===== src/rtl/wb_stage_reg.sv =====
// MEM/WB pipeline register: 1-cycle latency, stall hold, bubble/flush insertion, valid-masked enables.
// Retire counter with sticky wrap flag; stall_wb holds the stage, stall_mem alone inserts a bubble.
module wb_stage_reg #(
  parameter int DATA_W   = 32,
  parameter int RADDR_W  = 5,
  parameter int CP0A_W   = 5,
  parameter int NOP_ADDR = 0,
  parameter int CNT_W    = 32
) (
  input  logic               clk,
  input  logic               rst,
  input  logic               stall_mem,
  input  logic               stall_wb,
  input  logic               flush,
  input  logic               cnt_clr,
  input  logic               mem_valid,
  input  logic [RADDR_W-1:0] mem_wd,
  input  logic               mem_wreg,
  input  logic [DATA_W-1:0]  mem_wdata,
  input  logic [DATA_W-1:0]  mem_hi,
  input  logic [DATA_W-1:0]  mem_lo,
  input  logic               mem_whilo,
  input  logic               mem_llbit_we,
  input  logic               mem_llbit_val,
  input  logic               mem_cp0_we,
  input  logic [CP0A_W-1:0]  mem_cp0_waddr,
  input  logic [DATA_W-1:0]  mem_cp0_wdata,
  output logic               wb_valid,
  output logic [RADDR_W-1:0] wb_wd,
  output logic               wb_wreg,
  output logic [DATA_W-1:0]  wb_wdata,
  output logic [DATA_W-1:0]  wb_hi,
  output logic [DATA_W-1:0]  wb_lo,
  output logic               wb_whilo,
  output logic               wb_llbit_we,
  output logic               wb_llbit_val,
  output logic               wb_cp0_we,
  output logic [CP0A_W-1:0]  wb_cp0_waddr,
  output logic [DATA_W-1:0]  wb_cp0_wdata,
  output logic [CNT_W-1:0]   retire_cnt,
  output logic               retire_ovf
);

  logic               r_valid;
  logic [RADDR_W-1:0] r_wd;
  logic               r_wreg;
  logic [DATA_W-1:0]  r_wdata;
  logic [DATA_W-1:0]  r_hi;
  logic [DATA_W-1:0]  r_lo;
  logic               r_whilo;
  logic               r_llbit_we;
  logic               r_llbit_val;
  logic               r_cp0_we;
  logic [CP0A_W-1:0]  r_cp0_waddr;
  logic [DATA_W-1:0]  r_cp0_wdata;
  logic [CNT_W-1:0]   r_cnt;
  logic               r_ovf;

  logic w_bubble;
  logic w_capture;
  logic w_retire;

  // stall_wb alone (without stall_mem) is illegal upstream, but still just holds.
  assign w_bubble  = rst || flush || (!stall_wb && stall_mem);
  assign w_capture = !rst && !flush && !stall_wb && !stall_mem;
  assign w_retire  = w_capture && mem_valid;

  always_ff @(posedge clk) begin
    if (w_bubble) begin
      r_valid     <= 1'b0;
      r_wd        <= RADDR_W'(NOP_ADDR);
      r_wreg      <= 1'b0;
      r_wdata     <= '0;
      r_hi        <= '0;
      r_lo        <= '0;
      r_whilo     <= 1'b0;
      r_llbit_we  <= 1'b0;
      r_llbit_val <= 1'b0;
      r_cp0_we    <= 1'b0;
      r_cp0_waddr <= '0;
      r_cp0_wdata <= '0;
    end else if (w_capture) begin
      // Data still follows an invalid slot; only its write enables are killed.
      r_valid     <= mem_valid;
      r_wd        <= mem_wd;
      r_wreg      <= mem_wreg && mem_valid;
      r_wdata     <= mem_wdata;
      r_hi        <= mem_hi;
      r_lo        <= mem_lo;
      r_whilo     <= mem_whilo && mem_valid;
      r_llbit_we  <= mem_llbit_we && mem_valid;
      r_llbit_val <= mem_llbit_val;
      r_cp0_we    <= mem_cp0_we && mem_valid;
      r_cp0_waddr <= mem_cp0_waddr;
      r_cp0_wdata <= mem_cp0_wdata;
    end
  end

  // Clear beats a coincident retire, so that instruction goes uncounted.
  always_ff @(posedge clk) begin
    if (rst || cnt_clr) begin
      r_cnt <= '0;
      r_ovf <= 1'b0;
    end else if (w_retire) begin
      r_cnt <= r_cnt + 1'b1;
      if (r_cnt == {CNT_W{1'b1}}) r_ovf <= 1'b1;
    end
  end

  assign wb_valid     = r_valid;
  assign wb_wd        = r_wd;
  assign wb_wreg      = r_wreg;
  assign wb_wdata     = r_wdata;
  assign wb_hi        = r_hi;
  assign wb_lo        = r_lo;
  assign wb_whilo     = r_whilo;
  assign wb_llbit_we  = r_llbit_we;
  assign wb_llbit_val = r_llbit_val;
  assign wb_cp0_we    = r_cp0_we;
  assign wb_cp0_waddr = r_cp0_waddr;
  assign wb_cp0_wdata = r_cp0_wdata;
  assign retire_cnt   = r_cnt;
  assign retire_ovf   = r_ovf;

endmodule

===== config.mk =====
export PLATFORM = sky130hd
export DESIGN_NAME = wb_stage_reg
export DESIGN_NICKNAME = d
export VERILOG_FILES = /design/src/rtl/wb_stage_reg.sv
export SDC_FILE = /design/constraint.sdc
export NUM_CORES = 1
export LEC_CHECK = 0
export CORE_ASPECT_RATIO = 1.4
export CORE_UTILIZATION = 40
export DETAILED_ROUTE_END_ITERATION = 8
export PLACE_DENSITY = 0.86
export SLEW_MARGIN = 20
export SYNTH_ARGS = -nofsm -noshare
export SYNTH_HDL_FRONTEND = slang
export SYNTH_SLANG_ARGS = --single-unit

===== constraint.sdc =====
create_clock -name clk -period 2.8 [get_ports clk]
set_clock_uncertainty 0.2 [all_clocks]
set_input_delay 0.28 -clock clk [delete_from_list [all_inputs] [get_ports clk]]
set_output_delay 0.28 -clock clk [all_outputs]
set_load 0.02 [all_outputs]

==> run_results.csv <==
group,metric,value,unit
critical_path,slowest_cell_delay_on_critical_path,0.56,ns
detailed_routing,ant_nets,0,
logic_synthesis,postSynthAreaPerCell,8.383,µm²
global_route,grt_first_pass_wirelength,31770,µm
place,globalplace.congestion,0.8346,
detailed_routing,wire_length_on_met3,1425,µm
floorplanning,die_ar,0.01759,mm²
cts,cts.sinks,177,
logic_synthesis,synth_area_leaders,"sky130_fd_sc_hd__dfxtp_1 (52%), sky130_fd_sc_hd__nor2b_1 (13%), sky130_fd_sc_hd__nor3_1 (10%)",
detailed_routing,via_count,6734,
critical_path,worst_path_max_delay_cell,"sky130_fd_sc_hd__or4_4",
floorplanning,floorplan.rows,56,
floorplanning,die_h,156.5,µm
cts,clockBufferDepth,2,
detailed_routing,met1_length,8098,µm
cts,cts.hold.buffers_added,0,
critical_path,timing.critical_path.from_type,"primary input",
detailed_routing,detailroute.wirelength.met2,10650,µm
detailed_routing,drc,0,
sta,setup_viol_count_final,0,
cts,h_tree_level_count,4,
layout,antenna_cells_inserted,0,
logic_synthesis,synth.top_cell.area_share,51.93,%
place,io_buffers,326,
sta,max_slew_margin,38.88,%
sta,worstMarginPinSlew,0.9168,ns
power_and_ir_drop,fin_total_pwr,5681,µW
cts,worst_skew_pair.late_latency,0.42,ns
worst_hold_path,min_path_type,"in -> reg",
detailed_routing,detailedRoute.firstPassIterationCount,4,
global_route,global_route.usage.total,22.87,%
sta,final.hold.worst_slack,0.2356,ns
cts,post_cts.resized_instances,0,
sta,timing.final.crit_period,2.524,ns
logic_synthesis,ys_warn_count,0,
place,placedInstanceArea,0.01027,mm²
sta,rsz0062_at_grt,"no",
floorplanning,num_io_pins,327,
global_route,grt_overflow_total,0,
logic_synthesis,ys_ff_latch,177,
logic_synthesis,syn_nets,965,
critical_path,cp_num_buf_inv,3,
sta,final-max-slew-violation-count,0,
detailed_routing,wl_per_cell,15.65,µm
critical_path,crit_path_cell_trace,"clkdlybuf4s50_1, or4_4, buf_4, or4_1, buf_4, or3_1, a21oi_1",
job,maxCapViolCount,0,
logic_synthesis,synthesis.instances,814,
logic_synthesis,postSynth.topFlopCell,"sky130_fd_sc_hd__dfxtp_1",
layout,synthToLayoutAreaGrowth,58.56,%
outcome,outcome,"finished, final reports clean",
global_route,vias_in_the_first_global_route,6388,
logic_synthesis,yosys.cell_types.count,32,
logic_synthesis,synth_enable_flop_cells,0,
detailed_routing,detail_route.iter0.violations,368,
detailed_routing,drt-total-wl,20820,µm
sta,report.final.hold_viol_count,0,
layout,drive_above_1_share,4.610,%
layout,nets,1268,
critical_path,critPathKind,"in -> reg",
logic_synthesis,synth_sequential_area_ratio,51.93,%
power_and_ir_drop,leakagePower,0.004020,µW
critical_path,crit_required,2.95,ns
cts,post-cts-setup-buffer-count,0,
critical_path,critical-path-top-cell-by-count,"sky130_fd_sc_hd__buf_4",
global_route,antenna_found_initial,0,
critical_path,path_max_fanout,17,
detailed_routing,maxUsedRoutingLayer,"met4",
power_and_ir_drop,vdd.ir_drop.worst,0.3622,mV
power_and_ir_drop,cell_area_power_density,525.0,mW/mm²
floorplanning,start_util,40.75,%
detailed_routing,detail_route.vias_per_cell,5.059,
sta,timing_limited_maximum_frequency,0.3962,GHz
critical_path,critPathArrivalTime,2.67,ns
cts,root_buffer,"sky130_fd_sc_hd__clkbuf_16",
cts,cts.clk_slew.worst_paths,0.07,ns
floorplanning,chipWidth,112.4,µm
logic_synthesis,post-synth-top-area-cell,"sky130_fd_sc_hd__dfxtp_1",
critical_path,crit_path_leading_delay_family,"simple AND/OR/NAND/NOR gates",
critical_path,worstSetupEndpointType,"flop",
cts,numCtsBuffers,17,
layout,postLayoutCellArea,0.01082,mm²
global_route,pin_count_of_the_biggest_net_entering_global_routing,145,
logic_synthesis,mappedNetlistArea,0.006824,mm²
cts,clock_tree_from_tritoncts,"done",
logic_synthesis,postSynth.asyncResetShare,0,%
floorplanning,placeableCoreArea,0.01675,mm²
sta,timing.final.crit_share,90.14,%
place,hpwl_after_detailed_placement,14340,µm
## layout by cell type (no fill, tap or decap), drive strengths merged, types with 9 or more instances in the layout
cell type and instances:
nand4 12, buf 18, nor2 151, dfxtp 177
clkbuf 20, nor3 140, nand3 16, or3 10
or4 15, a21oi 24, o31ai 10, nor2b 139
clkdlybuf4s50 325, nand2 18, xor2 9
## synthesized netlist by cell type (9+ instances only)
library cell	count
sky130_fd_sc_hd__nor2b_1	139
sky130_fd_sc_hd__a21oi_1	24
sky130_fd_sc_hd__or3_1	10
sky130_fd_sc_hd__nand4_1	12
sky130_fd_sc_hd__clkbuf_1	49
sky130_fd_sc_hd__xor2_1	9
sky130_fd_sc_hd__nor2_1	151
sky130_fd_sc_hd__o31ai_1	10
sky130_fd_sc_hd__dfxtp_1	177
sky130_fd_sc_hd__nor3_1	140
sky130_fd_sc_hd__or4_1	13
sky130_fd_sc_hd__nand2_1	18
sky130_fd_sc_hd__nand3_1	16
## state kept, by name (all words and copies together) (netlist names), 5 cells and up
register      count
wb_cp0_wdata     32
wb_lo            32
wb_cp0_waddr      5
wb_wdata         32
wb_hi            32
retire_cnt       32
wb_wd             5
## through the flow
step                setup TNS [ns]  instances  setup WS, ns  util, %
finish                           0       1331        0.2760    64.61
detailed placement          -1.344       1301       -0.1324    61.33
floorplan                        0        814        0.4438        -
global route                     0       1331        0.1856    64.61
CTS                              0       1331        0.2945    64.61
global placement           -0.6211       1301      -0.07942    61.33
## final timing paths
check	slack, ns	endpoint	depth (start not counted)	from
setup / recovery	0.28	retire_cnt[14]$_SDFFE_PP0P_	7	rst
hold / removal	0.24	wb_lo[22]$_SDFFE_PP0P_	3	mem_lo[22]
setup reg to reg	0.41	retire_cnt[31]$_SDFFE_PP0P_	4	retire_cnt[10]$_SDFFE_PP0P_
hold reg to reg	0.26	wb_whilo$_SDFFE_PP0P_	2	wb_whilo$_SDFFE_PP0P_
## where the power goes
group          internal (µW)  switching, µW
clock                   1250           1020
combinational            423            336
sequential              2600           45.3
## kinds of logic (layout without fill, tap and decap cells)
logic type | Yosys count | count (layout) | synth area share, %
AND/OR/NAND/NOR | 513 | 513 | 38.47
flip-flops | 177 | 177 | 51.93
buffers and inverters | 63 | 377 | 3.704
AO/OA/AOI/OAI | 51 | 51 | 4.566
XOR/XNOR | 9 | 9 | 1.155
adder cells (fa/ha/maj) | 1 | 1 | 0.1833
## tightest hold or removal path, stage by stage
cell and delay [ns]:
sky130_fd_sc_hd__clkdlybuf4s50_1 0.39, sky130_fd_sc_hd__nor2_1 0.10, sky130_fd_sc_hd__nor3_1 0.05
## cell type report
| cell class | instances | area (µm²) |
|---|---|---|
| clock buffer | 20 | 446.7 |
| clock inverter | 10 | 102.6 |
| fill | 1354 | 5926 |
| inverter | 4 | 15.01 |
| multi-input combinational | 574 | 3045 |
| sequential | 177 | 3543 |
| tap | 203 | 254.0 |
| timing repair buffer | 343 | 3413 |
## routing by layer
| metal | vias up | global-route usage [%] |
|---|---|---|
| li1 | 3331 | - |
| met1 | 3123 | 24.57 |
| met2 | 241 | 40.70 |
| met3 | 39 | 7.397 |
| met4 | 0 | 10.54 |
| met5 | - | 0 |
(Power assumes the default switching activity.)
